==> config.mk <==
export PLATFORM = sky130hd
export DESIGN_NAME = up_down_count_monitor
export DESIGN_NICKNAME = d
export VERILOG_FILES = /design/src/rtl/up_down_mon_pkg.sv /design/src/rtl/up_down_count_monitor_step_predict.sv /design/src/rtl/up_down_count_monitor.sv
export SDC_FILE = /design/constraint.sdc
export NUM_CORES = 1
export LEC_CHECK = 0
export ABC_AREA = 0
export CORE_ASPECT_RATIO = 0.75
export CORE_MARGIN = 2
export CORE_UTILIZATION = 25
export DETAILED_ROUTE_END_ITERATION = 8
export GPL_TIMING_DRIVEN = 0
export HOLD_SLACK_MARGIN = 0.12
export MAX_ROUTING_LAYER = met4
export PLACE_DENSITY = 0.52
export SYNTH_ARGS = -nofsm -noshare
export SYNTH_HDL_FRONTEND = slang
export SYNTH_SLANG_ARGS = --single-unit
==> constraint.sdc <==
create_clock -name clk -period 8.5 [get_ports clk]
set_input_delay 1.275 -clock clk [delete_from_list [all_inputs] [get_ports clk]]
set_output_delay 1.275 -clock clk [all_outputs]
set_load 0.02 [all_outputs]
==> src/rtl/up_down_mon_pkg.sv <==
// Shared definitions for the up/down counter monitor.
//   CNT_W / REV_W : counter width and revolution-count width
//   REV_MAX/MIN   : saturation limits for the signed revolution count
//   state_t       : monitor FSM encoding (IDLE=0, ACQUIRE=1, TRACK=2, FAULT=3)
package up_down_mon_pkg;
    localparam int CNT_W = 3;
    localparam int REV_W = 8;
    localparam logic signed [REV_W-1:0] REV_MAX = 8'sh7f;  // +127
    localparam logic signed [REV_W-1:0] REV_MIN = 8'sh80;  // -128

    typedef enum logic [1:0] {
        S_IDLE    = 2'd0,
        S_ACQUIRE = 2'd1,
        S_TRACK   = 2'd2,
        S_FAULT   = 2'd3
    } state_t;
endpackage

==> src/rtl/up_down_count_monitor_step_predict.sv <==
// step_predict: predicts the next counter value from the previous sample.
//   i_prev_q  : previously sampled counter value (index 0 is MSB)
//   i_prev_ud : direction sampled together with i_prev_q (1 = up)
//   o_exp     : expected current counter value, modulo 2**CNT_W
module step_predict
    import up_down_mon_pkg::*;
(
    input  logic [0:CNT_W-1] i_prev_q,
    input  logic             i_prev_ud,
    output logic [0:CNT_W-1] o_exp
);
    assign o_exp = i_prev_ud ? i_prev_q + CNT_W'(1) : i_prev_q - CNT_W'(1);
endmodule

==> src/rtl/up_down_count_monitor.sv <==
// up_down_count_monitor: watches a 3-bit up/down counter, checks every step
// against the direction sampled with the previous value, counts net
// revolutions and captures the first mismatching step.
//   clk, clear     : clock, synchronous active-high reset
//   en             : monitor enable (0 forces IDLE)
//   ud, q          : counter direction and counter value (q[0] is MSB)
//   state          : FSM state; locked = TRACK, fault = FAULT
//   wrap_up/wrap_dn: one-cycle pulses on 7->0 (up) / 0->7 (down) steps
//   rev_cnt/rev_ovf: saturating signed revolution count and sticky overflow
//   exp_q/bad_q    : expected/observed value captured at the fault
module up_down_count_monitor
    import up_down_mon_pkg::*;
(
    input  logic                    clk,
    input  logic                    clear,
    input  logic                    en,
    input  logic                    ud,
    input  logic [0:CNT_W-1]        q,
    output logic [1:0]              state,
    output logic                    locked,
    output logic                    fault,
    output logic                    wrap_up,
    output logic                    wrap_dn,
    output logic signed [REV_W-1:0] rev_cnt,
    output logic                    rev_ovf,
    output logic [0:CNT_W-1]        exp_q,
    output logic [0:CNT_W-1]        bad_q
);
    state_t                  r_state;
    logic [0:CNT_W-1]        r_prev_q;
    logic                    r_prev_ud;
    logic                    r_locked, r_fault, r_wrap_up, r_wrap_dn, r_ovf;
    logic signed [REV_W-1:0] r_rev;
    logic [0:CNT_W-1]        r_exp_q, r_bad_q;

    state_t                  w_next;
    logic [0:CNT_W-1]        w_exp;
    logic                    w_mismatch, w_wrap_up, w_wrap_dn;

    step_predict u_pred (
        .i_prev_q  (r_prev_q),
        .i_prev_ud (r_prev_ud),
        .o_exp     (w_exp)
    );

    // Next state plus TRACK-only step checks. Dropping en wins over
    // everything, including a mismatch or wrap seen on the same edge.
    always_comb begin
        w_next     = r_state;
        w_mismatch = 1'b0;
        w_wrap_up  = 1'b0;
        w_wrap_dn  = 1'b0;
        if (!en) begin
            w_next = S_IDLE;
        end else begin
            unique case (r_state)
                S_IDLE:    w_next = S_ACQUIRE;
                S_ACQUIRE: w_next = S_TRACK;
                S_TRACK: begin
                    if (q != w_exp) begin
                        w_next     = S_FAULT;
                        w_mismatch = 1'b1;
                    end else begin
                        // Only a matching step can be a wrap.
                        w_wrap_up = r_prev_ud  && (r_prev_q == 3'd7) && (q == 3'd0);
                        w_wrap_dn = !r_prev_ud && (r_prev_q == 3'd0) && (q == 3'd7);
                    end
                end
                S_FAULT:   w_next = S_FAULT;
                default:   w_next = S_IDLE;
            endcase
        end
    end

    always_ff @(posedge clk) begin
        if (clear) begin
            r_state   <= S_IDLE;
            r_prev_q  <= '0;
            r_prev_ud <= 1'b0;
            r_locked  <= 1'b0;
            r_fault   <= 1'b0;
            r_wrap_up <= 1'b0;
            r_wrap_dn <= 1'b0;
            r_rev     <= '0;
            r_ovf     <= 1'b0;
            r_exp_q   <= '0;
            r_bad_q   <= '0;
        end else begin
            r_state   <= w_next;
            r_prev_q  <= q;
            r_prev_ud <= ud;
            // Status flags follow the registered state.
            r_locked  <= (w_next == S_TRACK);
            r_fault   <= (w_next == S_FAULT);
            r_wrap_up <= w_wrap_up;
            r_wrap_dn <= w_wrap_dn;
            if (w_wrap_up) begin
                if (r_rev == REV_MAX) r_ovf <= 1'b1;
                else                  r_rev <= r_rev + REV_W'(1);
            end else if (w_wrap_dn) begin
                if (r_rev == REV_MIN) r_ovf <= 1'b1;
                else                  r_rev <= r_rev - REV_W'(1);
            end
            if (w_mismatch) begin
                r_exp_q <= w_exp;
                r_bad_q <= q;
            end
        end
    end

    assign state   = r_state;
    assign locked  = r_locked;
    assign fault   = r_fault;
    assign wrap_up = r_wrap_up;
    assign wrap_dn = r_wrap_dn;
    assign rev_cnt = r_rev;
    assign rev_ovf = r_ovf;
    assign exp_q   = r_exp_q;
    assign bad_q   = r_bad_q;
endmodule

### After elaboration in Yosys (flattened, before gate mapping)

Cells that the tools add are included.

| storage, ports and cells | value |
|---|---|
| flip-flop bits (word level) | 25 |
| input port bits | 7 |
| word-level logic and storage cells | 61 |
| output and inout port bits | 21 |

| cells by class | value |
|---|---|
| reductions and logical operators | 12 |
| add/subtract/negate cells | 4 |
| equality and inequality tests | 13 |
| multiplexer cells | 21 |

Operators with widths:

| kind | count |
|---|---|
| $mux 8 | 4 |
| $eq 8x8->1 const B | 2 |
| $mux 1 | 13 |
| $add 8x2->8 const B | 1 |
| $eq 2x2->1 const B | 4 |
| $pmux 2 s4 | 1 |
| $sub 8x2->8 const B | 1 |
| $eq 3x3->1 const B | 2 |
| $logic_not 3->1 | 2 |
| $reduce_and 3->1 | 2 |
| $logic_and 1x1->1 | 4 |
| $mux 2 | 2 |
| $ne 2x2->1 const B | 2 |
| $reduce_bool 2->1 | 2 |
| $add 3x1->3 const B | 1 |
| $mux 3 | 1 |
| $ne 3x3->1 | 1 |
| $sub 3x1->3 const B | 1 |
| $eq 2x1->1 const B | 1 |
| $logic_not 2->1 | 1 |
| $ne 2x1->1 const B | 1 |
| $logic_not 1->1 | 1 |

### Longest topological paths before layout

| depth | value |
|---|---|
| depth in word-level cells | 8 |
| mapped depth | 12 |
| mapped depth without buffers | 12 |

### Hierarchy

From an unflattened synthesis, not the netlist that was laid out.

| second synthesis, totals | value |
|---|---|
| cell total of the unflattened synthesis | 134 |
| area, all modules | 1,330.0 µm² |

By module, submodules not included:

| module | seq. area each (µm²) | times used | cells each | area an instance (µm²) |
|---|---|---|---|---|
| up_down_count_monitor | 500.5 | 1 | 130 | 1,280.0 |
| step_predict | 0.0 | 1 | 4 | 50.0 |

### Least setup slack after synthesis

OpenSTA, ideal clock, no wires.

| timing | value |
|---|---|
| kind | input to register |
| start point | in q[0] in the netlist's numbering |
| end point | reg r_rev[7] (netlist: rev_cnt[7]) |
| buffers on the path | 0 |
| slack | 4.731 ns |
| stages on the path | 10 |
| setup time | 0.071 ns |
| arrival | 3.698 ns |
| data required time | 8.429 ns |
| cells stage by stage | or4b_1 > nor2_1 > nand4_1 > ha_1 > nand3_1 > o2111ai_1 > o211ai_1 > xor2_1 > or3_1 > a21oi_1 |

| between the ends | value |
|---|---|
| cells in the longest elaborated chain, start to end | 7 |
| elaborated cells on any way between the ends | 16 |
| classes of those cells | eq/ne: 4; mux: 7; reduce/logical: 5 |

Ends and longest elaborated chain:

| what | line | text |
|---|---|---|
| start, declared | up_down_count_monitor.sv:18 | `input logic [0:CNT_W-1] q,` |
| $logic_not 3->1 / $eq 3x3->1 (equally long branches) | up_down_count_monitor.sv:65, up_down_count_monitor.sv:66 |  |
| $logic_and 1x1->1 (on tied branches) | up_down_count_monitor.sv:65, up_down_count_monitor.sv:66 |  |
| $mux 1 | up_down_count_monitor.sv:60 | `if (q != w_exp) begin` |
| $mux 1 | up_down_count_monitor.sv:56 | `unique case (r_state)` |
| $mux 1 | up_down_count_monitor.sv:53 | `if (!en) begin` |
| $ne 2x2->1 (no source line) / $reduce_bool 2->1 (equally long branches) | -- |  |
| $reduce_and 3->1 (no source line) | -- |  |
| end signal, assigned | up_down_count_monitor.sv:99 | `else r_rev <= r_rev + REV_W'(1);` |
| end signal, assigned | up_down_count_monitor.sv:102 | `else r_rev <= r_rev - REV_W'(1);` |
| end, declared | up_down_count_monitor.sv:33 | `logic signed [REV_W-1:0] r_rev;` |

Several ways; a longest one is shown, not always the timed one.
A chain may end at the register's enable or synchronous reset.

### Worst setup path in the final report

Ends and elaborated chain as after synthesis.

==> metrics <==
Routed Antenna Nets=0; post_cts resized=0; H-tree Lvls=1; Final Instance Area=1720 µm²; startpoint types=primary input; sequential fraction of the synthesis area=0.3806; layout cells sized above 1=0.05848; Root Driver=clkbuf_8; pin count of the biggest net entering global routing=14; Int Pwr=0.0001640 W; # DRC=0; dpl hpwl=2309 µm; ys async rst share=0; IR drop worst, VDD=0.04662 mV; worst clock skew=3.702 ps; Crit Path Max Fanout=9; Max Cap Viol=0; routed vias=1,115; final core occ=0.3453; Synth Net Count=155; Fmax achieved=221.0 MHz; clock sinks=25; minimum clock period=4526 ps; number of inserted diodes=0; fin crit share=0.5325; worst slew pin tran=529.1 ps; met1 usage=0.1432; status=completed; number of global-route vias before repair=1,047; crit end category=flip-flop; Clk network pwr share=0.324; Post-synth EDFFs=0; row count=22; TritonRoute pass-1 iters=4; Avg Inst Size Synth=9.393 µm²; Worst-Skew Late Latency=270 ps; initial antenna violation count=0; Netlist cell types=39; vias per cell=4.588; global-route wire length before repair=4857 µm; fin nets=187; global-route met2 utilization=0.1733; CP arrival=4730 ps; combinational share of power=0.114; met3 Usage GRT=0.03098; Warnings, synthesis=0; number of top-level pins=28; hold crit path type=reg2reg; Syn Std Cell Area=1315 µm²; WL final=2932 µm; Main synth FF type=dfxtp_1; worst hold slack=500.5 ps; # hold bufs at CTS=0; Flop pwr share=0.563; Final setup viols=0; most used routing layer=met2; Final Hold Vio Count=0; critical path type=in2reg; Die Y=66.81 µm; Initial Util=0.2639; Layout area overhead=30.83%; PwrDens=125.0 nW/µm²; P_sw=0.00005102 W; routability cong.=0.8069; Sw Share=0.2373; GRT Overall Usage=0.1122; Die Wd=87.75 µm; final setup TNS=0 ps; LEAKAGE=0.6667 nW; FILL cells=517; CTS max path bufs=2; Setup Fix Bufs, Post-CTS=0; post-synthesis register bit count=25; die area=5862 µm²; WL/cell=12.07 µm; grt total ovfl=0; slew margin rel.=0.6462; Placed Area=1675 µm²; IO buf count=27; Syn Inst Count=140; unrepaired setup endpoints after global routing=no; DR iter-0 viols=54; CP Data Required Time=8700 ps; Slew Limit Fails=0; CTS Buf Count=3; core box area=4982 µm²; CTS clk-pin slew, worst paths=80 ps; CTS tree=built
## synthesized netlist by cell type (2+ instances only)
library cell / instances / area (µm²)
o2111ai_1: 2 / 17.52
mux2i_1: 11 / 110.1
inv_1: 8 / 30.03
nand4b_1: 2 / 17.52
fa_1: 2 / 40.04
nor3_1: 3 / 15.01
dfxtp_1: 25 / 500.5
ha_1: 6 / 75.07
nand4_1: 2 / 12.51
nor2_1: 25 / 93.84
nand3_1: 6 / 30.03
or3_1: 4 / 25.02
o21ai_0: 2 / 10.01
nor2b_1: 5 / 31.28
xor2_1: 5 / 43.79
nand3b_1: 2 / 15.01
a211oi_1: 2 / 15.01
xnor2_1: 3 / 26.28
clkbuf_1: 2 / 7.510
a21oi_1: 4 / 20.02
## cell usage in the layout (no fill, tap or decap), drive strengths merged, types with 2 or more instances in the layout
cell type and count:
a211oi 2, a21oi 5, clkbuf 6, clkdlybuf4s50 27, dfxtp 25, fa 2, ha 6, inv 8
mux2i 11, nand2 2, nand3 6, nand3b 2, nand4 2, nand4b 2, nor2 25, nor2b 5
nor3 3, nor3b 2, o2111ai 2, o21ai 2, or3 4, xnor2 3, xor2 6
## registers in the layout, summed over array words and instances (netlist names)
signal / flops
wrap_dn: 1
exp_q: 3
fault: 1
locked: 1
r_prev_q: 3
rev_ovf: 1
r_prev_ud: 1
wrap_up: 1
state: 2
rev_cnt: 8
bad_q: 3
## per-layer routing
metal | vias to the layer above | share of wire
met2 | 21 | 0.47
met4 | 0 | 0.011
met3 | 4 | 0.042
li1 | 556 | -
met5 | - | 0
met1 | 534 | 0.48
## worst max-delay path, stage by stage
cell,delay (ps)
clkdlybuf4s50_1,530
or4b_1,610
nor2_1,110
nand4_1,440
ha_1,610
nand3_1,140
o2111ai_1,240
o211ai_1,150
xor2_1,160
or3_1,320
a21oi_1,140
## cells by family (layout without fill, tap and decap cells)
kind of cell / after synthesis / in the layout / synth area share
muxes: 11 / 11 / 0.08373
DFF: 25 / 25 / 0.3806
buffers and inverters: 11 / 42 / 0.03711
and+or+nand+nor: 58 / 58 / 0.2360
AOI/OAI and AO/OA: 17 / 17 / 0.09135
adders and majority gates: 8 / 8 / 0.08754
xor gates and xnor gates: 10 / 10 / 0.08373
## power by group through the flow
stage	clock network (W)	logic (W)	registers, W
2_1_floorplan	0	0.0000141	0.000125
3_3_place_gp	0	0.0000244	0.000124
3_5_place_dp	0	0.0000246	0.000124
4_1_cts	0.0000719	0.0000247	0.000121
5_1_grt	0.0000775	0.0000273	0.000122
6_report	0.0000696	0.0000244	0.000121
## area by class of cell
type,count,area [µm²],share of cell area
inverter,8,30.03,0.01745
timing repair buffer,27,270.3,0.1571
buffer,3,18.77,0.01091
clock buffer,4,45.04,0.02618
tap,72,90.09,0.05236
multi-input combinational,104,765.7,0.4451
sequential,25,500.5,0.2909
## path summary, 6_finish.rpt
kind / start / endpoint / slack, ps / cells after the start
min: bad_q[2]$_SDFFE_PP0P_ / bad_q[2]$_SDFFE_PP0P_ / 500 / 2
max: q[0] / rev_cnt[7]$_SDFFE_PP0P_ / 3970 / 11
max reg2reg: r_prev_q[2]$_SDFF_PP0_ / rev_cnt[7]$_SDFFE_PP0P_ / 4740 / 12
min reg2reg: bad_q[2]$_SDFFE_PP0P_ / bad_q[2]$_SDFFE_PP0P_ / 500 / 2
## stage by stage
stage                     worst slack (ps)  std cells   power, W
final                                 3974        243  0.0002150
after global routing                  3774        243  0.0002263
after CTS                             3973        243  0.0002176
after detailed placement              3681        239  0.0001484
after global placement                3757        239  0.0001481
after floorplan                       4731        140  0.0001390
Power figures use the tool's default switching activity.
